<file path="src/rtl/fetch_pkg.sv">
// Shared types and constants for the RV32I fetch stage.
package fetch_pkg;

    typedef enum logic [1:0] {
        IDLE = 2'd0,
        REQ  = 2'd1,
        WAIT = 2'd2
    } fetch_state_t;

    typedef enum logic [1:0] {
        FAULT_NONE     = 2'd0,
        FAULT_MISALIGN = 2'd1,
        FAULT_TIMEOUT  = 2'd2
    } fault_cause_t;

    localparam logic [31:0] NOP_INSTR = 32'h0000_0013;

    localparam logic [6:0] OPC_LUI    = 7'b0110111;
    localparam logic [6:0] OPC_AUIPC  = 7'b0010111;
    localparam logic [6:0] OPC_JAL    = 7'b1101111;
    localparam logic [6:0] OPC_JALR   = 7'b1100111;
    localparam logic [6:0] OPC_BRANCH = 7'b1100011;
    localparam logic [6:0] OPC_LOAD   = 7'b0000011;
    localparam logic [6:0] OPC_STORE  = 7'b0100011;
    localparam logic [6:0] OPC_OP_IMM = 7'b0010011;
    localparam logic [6:0] OPC_OP     = 7'b0110011;

endpackage

</file>
<file path="src/rtl/fetch_watchdog.sv">
// WAIT-state cycle counter; expired is high in the WAIT cycle that hits TIMEOUT_CYCLES.
module fetch_watchdog
    import fetch_pkg::*;
#(
    parameter int TIMEOUT_CYCLES = 255
) (
    input  logic clk,
    input  logic rst,
    input  logic in_wait,
    output logic expired
);
    localparam int CW = ($clog2(TIMEOUT_CYCLES + 1) > 8) ? $clog2(TIMEOUT_CYCLES + 1) : 8;

    logic [CW-1:0] cnt;

    // Held at zero outside WAIT so every entry starts a fresh count.
    always_ff @(posedge clk or posedge rst) begin
        if (rst)
            cnt <= '0;
        else if (!in_wait)
            cnt <= '0;
        else if (!expired)
            cnt <= cnt + CW'(1);
    end

    assign expired = in_wait && (cnt == CW'(TIMEOUT_CYCLES - 1));

endmodule

</file>
<file path="src/rtl/instruction_fetch.sv">
// Fetch stage: PC, single-word valid/ready memory read, instruction register.
// Optional WAIT timeout under `define FETCH_TIMEOUT_EN.
module instruction_fetch
    import fetch_pkg::*;
#(
    parameter logic [31:0] RESET_PC       = 32'h0000_0000,
    parameter int          TIMEOUT_CYCLES = 255
) (
    input  logic        clk,
    input  logic        rst,
    input  logic        fetch_start,
    input  logic        pc_write,
    input  logic [31:0] pc_next,
    output logic        mem_req_valid,
    input  logic        mem_req_ready,
    output logic [31:0] mem_addr,
    input  logic        mem_rsp_valid,
    input  logic [31:0] mem_rsp_data,
    output logic [31:0] pc,
    output logic [31:0] old_pc,
    output logic [31:0] current_instruction,
    output logic        instr_valid,
    output logic        busy,
    output logic        fetch_fault,
    output logic [1:0]  fault_cause
);
    fetch_state_t state, state_nxt;
    fault_cause_t cause_q;
    logic         wd_expired;
    logic         aligned;

    assign aligned = (pc[1:0] == 2'b00);

`ifdef FETCH_TIMEOUT_EN
    fetch_watchdog #(
        .TIMEOUT_CYCLES(TIMEOUT_CYCLES)
    ) u_watchdog (
        .clk     (clk),
        .rst     (rst),
        .in_wait (state == WAIT),
        .expired (wd_expired)
    );
`else
    localparam int unused_timeout_cycles = TIMEOUT_CYCLES;
    assign wd_expired = 1'b0;
`endif

    always_ff @(posedge clk or posedge rst) begin
        if (rst)
            state <= IDLE;
        else
            state <= state_nxt;
    end

    always_comb begin
        state_nxt = state;
        case (state)
            IDLE:    if (fetch_start && aligned) state_nxt = REQ;
            REQ:     if (mem_req_ready) state_nxt = WAIT;
            WAIT:    if (mem_rsp_valid || wd_expired) state_nxt = IDLE;
            default: state_nxt = IDLE;
        endcase
    end

    // Combinational from state so async reset drops the request at once.
    assign mem_req_valid = (state == REQ);
    assign busy          = (state != IDLE);
    assign fault_cause   = cause_q;

    always_ff @(posedge clk or posedge rst) begin
        if (rst) begin
            pc                  <= RESET_PC;
            old_pc              <= RESET_PC;
            current_instruction <= NOP_INSTR;
            mem_addr            <= '0;
            instr_valid         <= 1'b0;
            fetch_fault         <= 1'b0;
            cause_q             <= FAULT_NONE;
        end else begin
            instr_valid <= 1'b0;
            if (pc_write)
                pc <= pc_next;
            if (state == IDLE && fetch_start) begin
                if (aligned) begin
                    mem_addr    <= pc;
                    fetch_fault <= 1'b0;
                    cause_q     <= FAULT_NONE;
                end else begin
                    fetch_fault <= 1'b1;
                    cause_q     <= FAULT_MISALIGN;
                end
            end
            // A response coinciding with expiry still wins.
            if (state == WAIT) begin
                if (mem_rsp_valid) begin
                    current_instruction <= mem_rsp_data;
                    old_pc              <= mem_addr;
                    instr_valid         <= 1'b1;
                end else if (wd_expired) begin
                    fetch_fault <= 1'b1;
                    cause_q     <= FAULT_TIMEOUT;
                end
            end
        end
    end

endmodule
</file>
<file path="config.mk">
export PLATFORM = sky130hd
export DESIGN_NAME = instruction_fetch
export DESIGN_NICKNAME = d
export VERILOG_FILES = /design/src/rtl/fetch_pkg.sv /design/src/rtl/fetch_watchdog.sv /design/src/rtl/instruction_fetch.sv
export SDC_FILE = /design/constraint.sdc
export NUM_CORES = 1
export LEC_CHECK = 0
export BUFFER_PORTS_ARGS = -buffer_cell sky130_fd_sc_hd__buf_2
export CORE_MARGIN = 3
export CORE_UTILIZATION = 50
export CTS_CLUSTER_DIAMETER = 120
export DETAILED_ROUTE_END_ITERATION = 16
export PLACE_DENSITY = 0.83
export SLEW_MARGIN = 20
export SYNTH_ARGS = -nofsm -noshare
export SYNTH_HDL_FRONTEND = slang
export SYNTH_HIERARCHICAL = 1
export SYNTH_SLANG_ARGS = --single-unit
</file>
<file path="constraint.sdc">
create_clock -name clk -period 11.11 [get_ports clk]
set_input_delay 1.111 -clock clk [delete_from_list [all_inputs] [get_ports clk]]
set_output_delay 1.111 -clock clk [all_outputs]
set_load 0.005 [all_outputs]
</file>
==> impl_metrics.ini <==
[logic_synthesis]
postSynthCellCount = 292
yosys-top-cells-area = dfrtp_1 65%, mux2_2 28%, buf_6 1.8%
netlist_area_mm2 = 0.004962
ys_async_sr_fraction_pct = 100.0
yosys.area.top_type = dfrtp_1
ys_ff_latch = 132
yosysTopAreaCellShare_pct = 65.05
synth_ff_type = dfrtp_1
synthMuxAreaShare_pct = 28.59
yosys.area_share.adder_pct = 0
syn_avg_cell_area_um2 = 16.99
synth-compound-area-share_pct = 0.3530
synth_cell_types = 20
synth-edff-count = 0
ys_seq_area_share_pct = 66.64
yosys_warnings = 6
yosys.area_share.simple_pct = 1.286
synth_top_family_by_area = multiplexers
syn_nets = 362
synth-xor-area-share_pct = 0

[grt]
grt_pass1_wl_mm = 17.31
grt_use_total_pct = 19.87
grt_pass1_vias = 3314
grt_max_degree = 76
antenna_found_initial = 0
grt_overflow = 0

[cells_and_area]
syn_to_final_growth_pct = 34.90
layout.cells.non_filler = 642
fin_util_pct = 70.77
antennaDiodeCount = 0
nets = 570
drive_above_1_share_pct = 71.54
num-fill-cells = 668

[power_and_ir_drop]
power.density_mw_per_mm2 = 271.3
leakage_uw = 0.003374
irDropWorstVdd_uv = 135.2

[floorplan]
fp.dieArea_mm2 = 0.01116
io_pins = 204
die_x_um = 105.6
initial_core_util_pct = 52.46
rows = 35
dieHeight_um = 105.6
core_region_area_mm2 = 0.009459

[sta]
worst_slack_ns = 8.603
tightest_slew_ns = 0.9133
min_period_ns = 2.507
slew_violations = 0
post-route-period-util_pct = 22.57
tns_ns = 0
hold_violations = 0
rsz0062_at_grt = false
fmax_mhz = 398.8
clock_skew_ns = 0.007918
max_slew_margin_pct = 39.12
setup_violations = 0

[hold_path]
hp-class = flip-flop to flip-flop

[route]
wl_mm = 10.80
detail-route-antenna-nets = 0
wl_per_cell_um = 16.82
vias = 3195
drt_iter0_markers = 122
drt-pass1-iter-count = 4
viasPerCell = 4.977
drc = 0

[clock_network]
cts_buffer_depth = 2
cts.sinks = 132
path_clk_slew_ns = 0.06
cts_buffers = 17
cts_tree = built
cts_resized = 0
cts_hold_buffers = 0
cts_root_buffer = clkbuf_8
cts_setup_buffers = 0
htree_num_levels = 4
clock_latency_ns = 0.51

[place]
io_buffers = 202
routabilityCongestion = 0.7606
post-place-ws_ns = 7.942
dpl.hpwl_mm = 7.500
place_inst = 609

[status]
status = finished clean

[setup_path]
worstSetupPathType = flip-flop to output pin
required_ns = 10.00
worst-path-max-fanout = 5
setup.worst_path.start_class = flip-flop
end_kind = output pin
worstPathArrival_ns = 1.40

[flow_run]
maxCapViolations = 0
## cell usage in the layout (no fill, tap or decap), types with 3 or more instances in the layout
master | Yosys | routed
bufinv_16 | 0 | 5
clkbuf_8 | 0 | 5
inv_1 | 4 | 3
buf_2 | 4 | 202
dfstp_2 | 3 | 3
dfrtp_1 | 129 | 129
clkbuf_16 | 0 | 16
mux2_2 | 124 | 124
clkinv_4 | 0 | 4
## registers in the layout, summed over array words and instances (netlist names)
name / cells
state: 2
current_instruction: 32
fault_cause: 1
mem_addr: 32
old_pc: 32
pc: 32
instr_valid: 1
## synth_stat cells, drive strengths merged (2+ instances only)
cell type / instances
dfrtp: 129
nor2: 2
nand2: 2
dfstp: 3
buf: 15
mux2: 126
and2: 2
inv: 4
o21ai: 2
## area by class of cell
| cell class | count | area [um2] | share of cell area (%) |
|---|---|---|---|
| inverters | 4 | 17.52 | 0.2617 |
| multi-input cells | 140 | 1504 | 22.47 |
| clock inverters | 11 | 197.7 | 2.953 |
| repair buffers | 205 | 1037 | 15.50 |
| well taps | 129 | 161.4 | 2.411 |
| flip-flops and latches | 132 | 3307 | 49.40 |
| clock buffers | 21 | 469.2 | 7.009 |
## stage by stage
step                instance area [um2]  hold WS [ns]  total power [uW]
global placement                   6016        0.4823              1189
floorplan                          4962        0.4967             968.6
global route                       6694        0.5063              1916
CTS                                6683        0.5010              1837
finish                             6694        0.4972              1816
detailed placement                 6016        0.4878              1212
## power by group
| part | switching, uW | internal [uW] | total [uW] | leakage (uW) |
|---|---|---|---|---|
| clock network | 204 | 412 | 617 | 0.000324 |
| registers | 108 | 662 | 770 | 0.00159 |
| logic | 166 | 263 | 429 | 0.00146 |
| total | 479 | 1340 | 1820 | 0.00337 |
## worst max-delay path, stage by stage (launching register included)
cell and delay (ns):
dfrtp_1 0.43, or2b_1 0.27, inv_1 0.08, buf_2 0.11
## cell families (layout without fill, tap and decap cells)
kind of cell,after synthesis,after routing
flip-flops,132,132
multiplexers,126,126
buffers and inverters,20,241
AND/OR/NAND/NOR,10,10
AO/OA/AOI/OAI,3,3
other,1,1
## path summary, 6_finish.rpt
kind	start	endpoint	slack, ns	cells past startpoint
worst max register to register	state[1]	current_instruction[28]	8.98	4
worst max-delay path	state[1]	mem_req_valid	8.60	3
worst min-delay path	old_pc[11]	old_pc[11]	0.50	1
worst min register to register	old_pc[11]	old_pc[11]	0.50	1
max in group asynchronous	rst	pc[11]	8.99	3
min in group asynchronous	rst	current_instruction[31]	0.71	2
## routing by layer
metal | global-route usage, % | part of all wire (%) | vias up
li1 | - | - | 1441
met1 | 24.02 | 40 | 1597
met2 | 33.97 | 51 | 137
met3 | 5.879 | 7.0 | 20
met4 | 6.938 | 2.0 | 0
met5 | 0 | 0 | -
No activity file was read; power rests on OpenSTA's default activity.
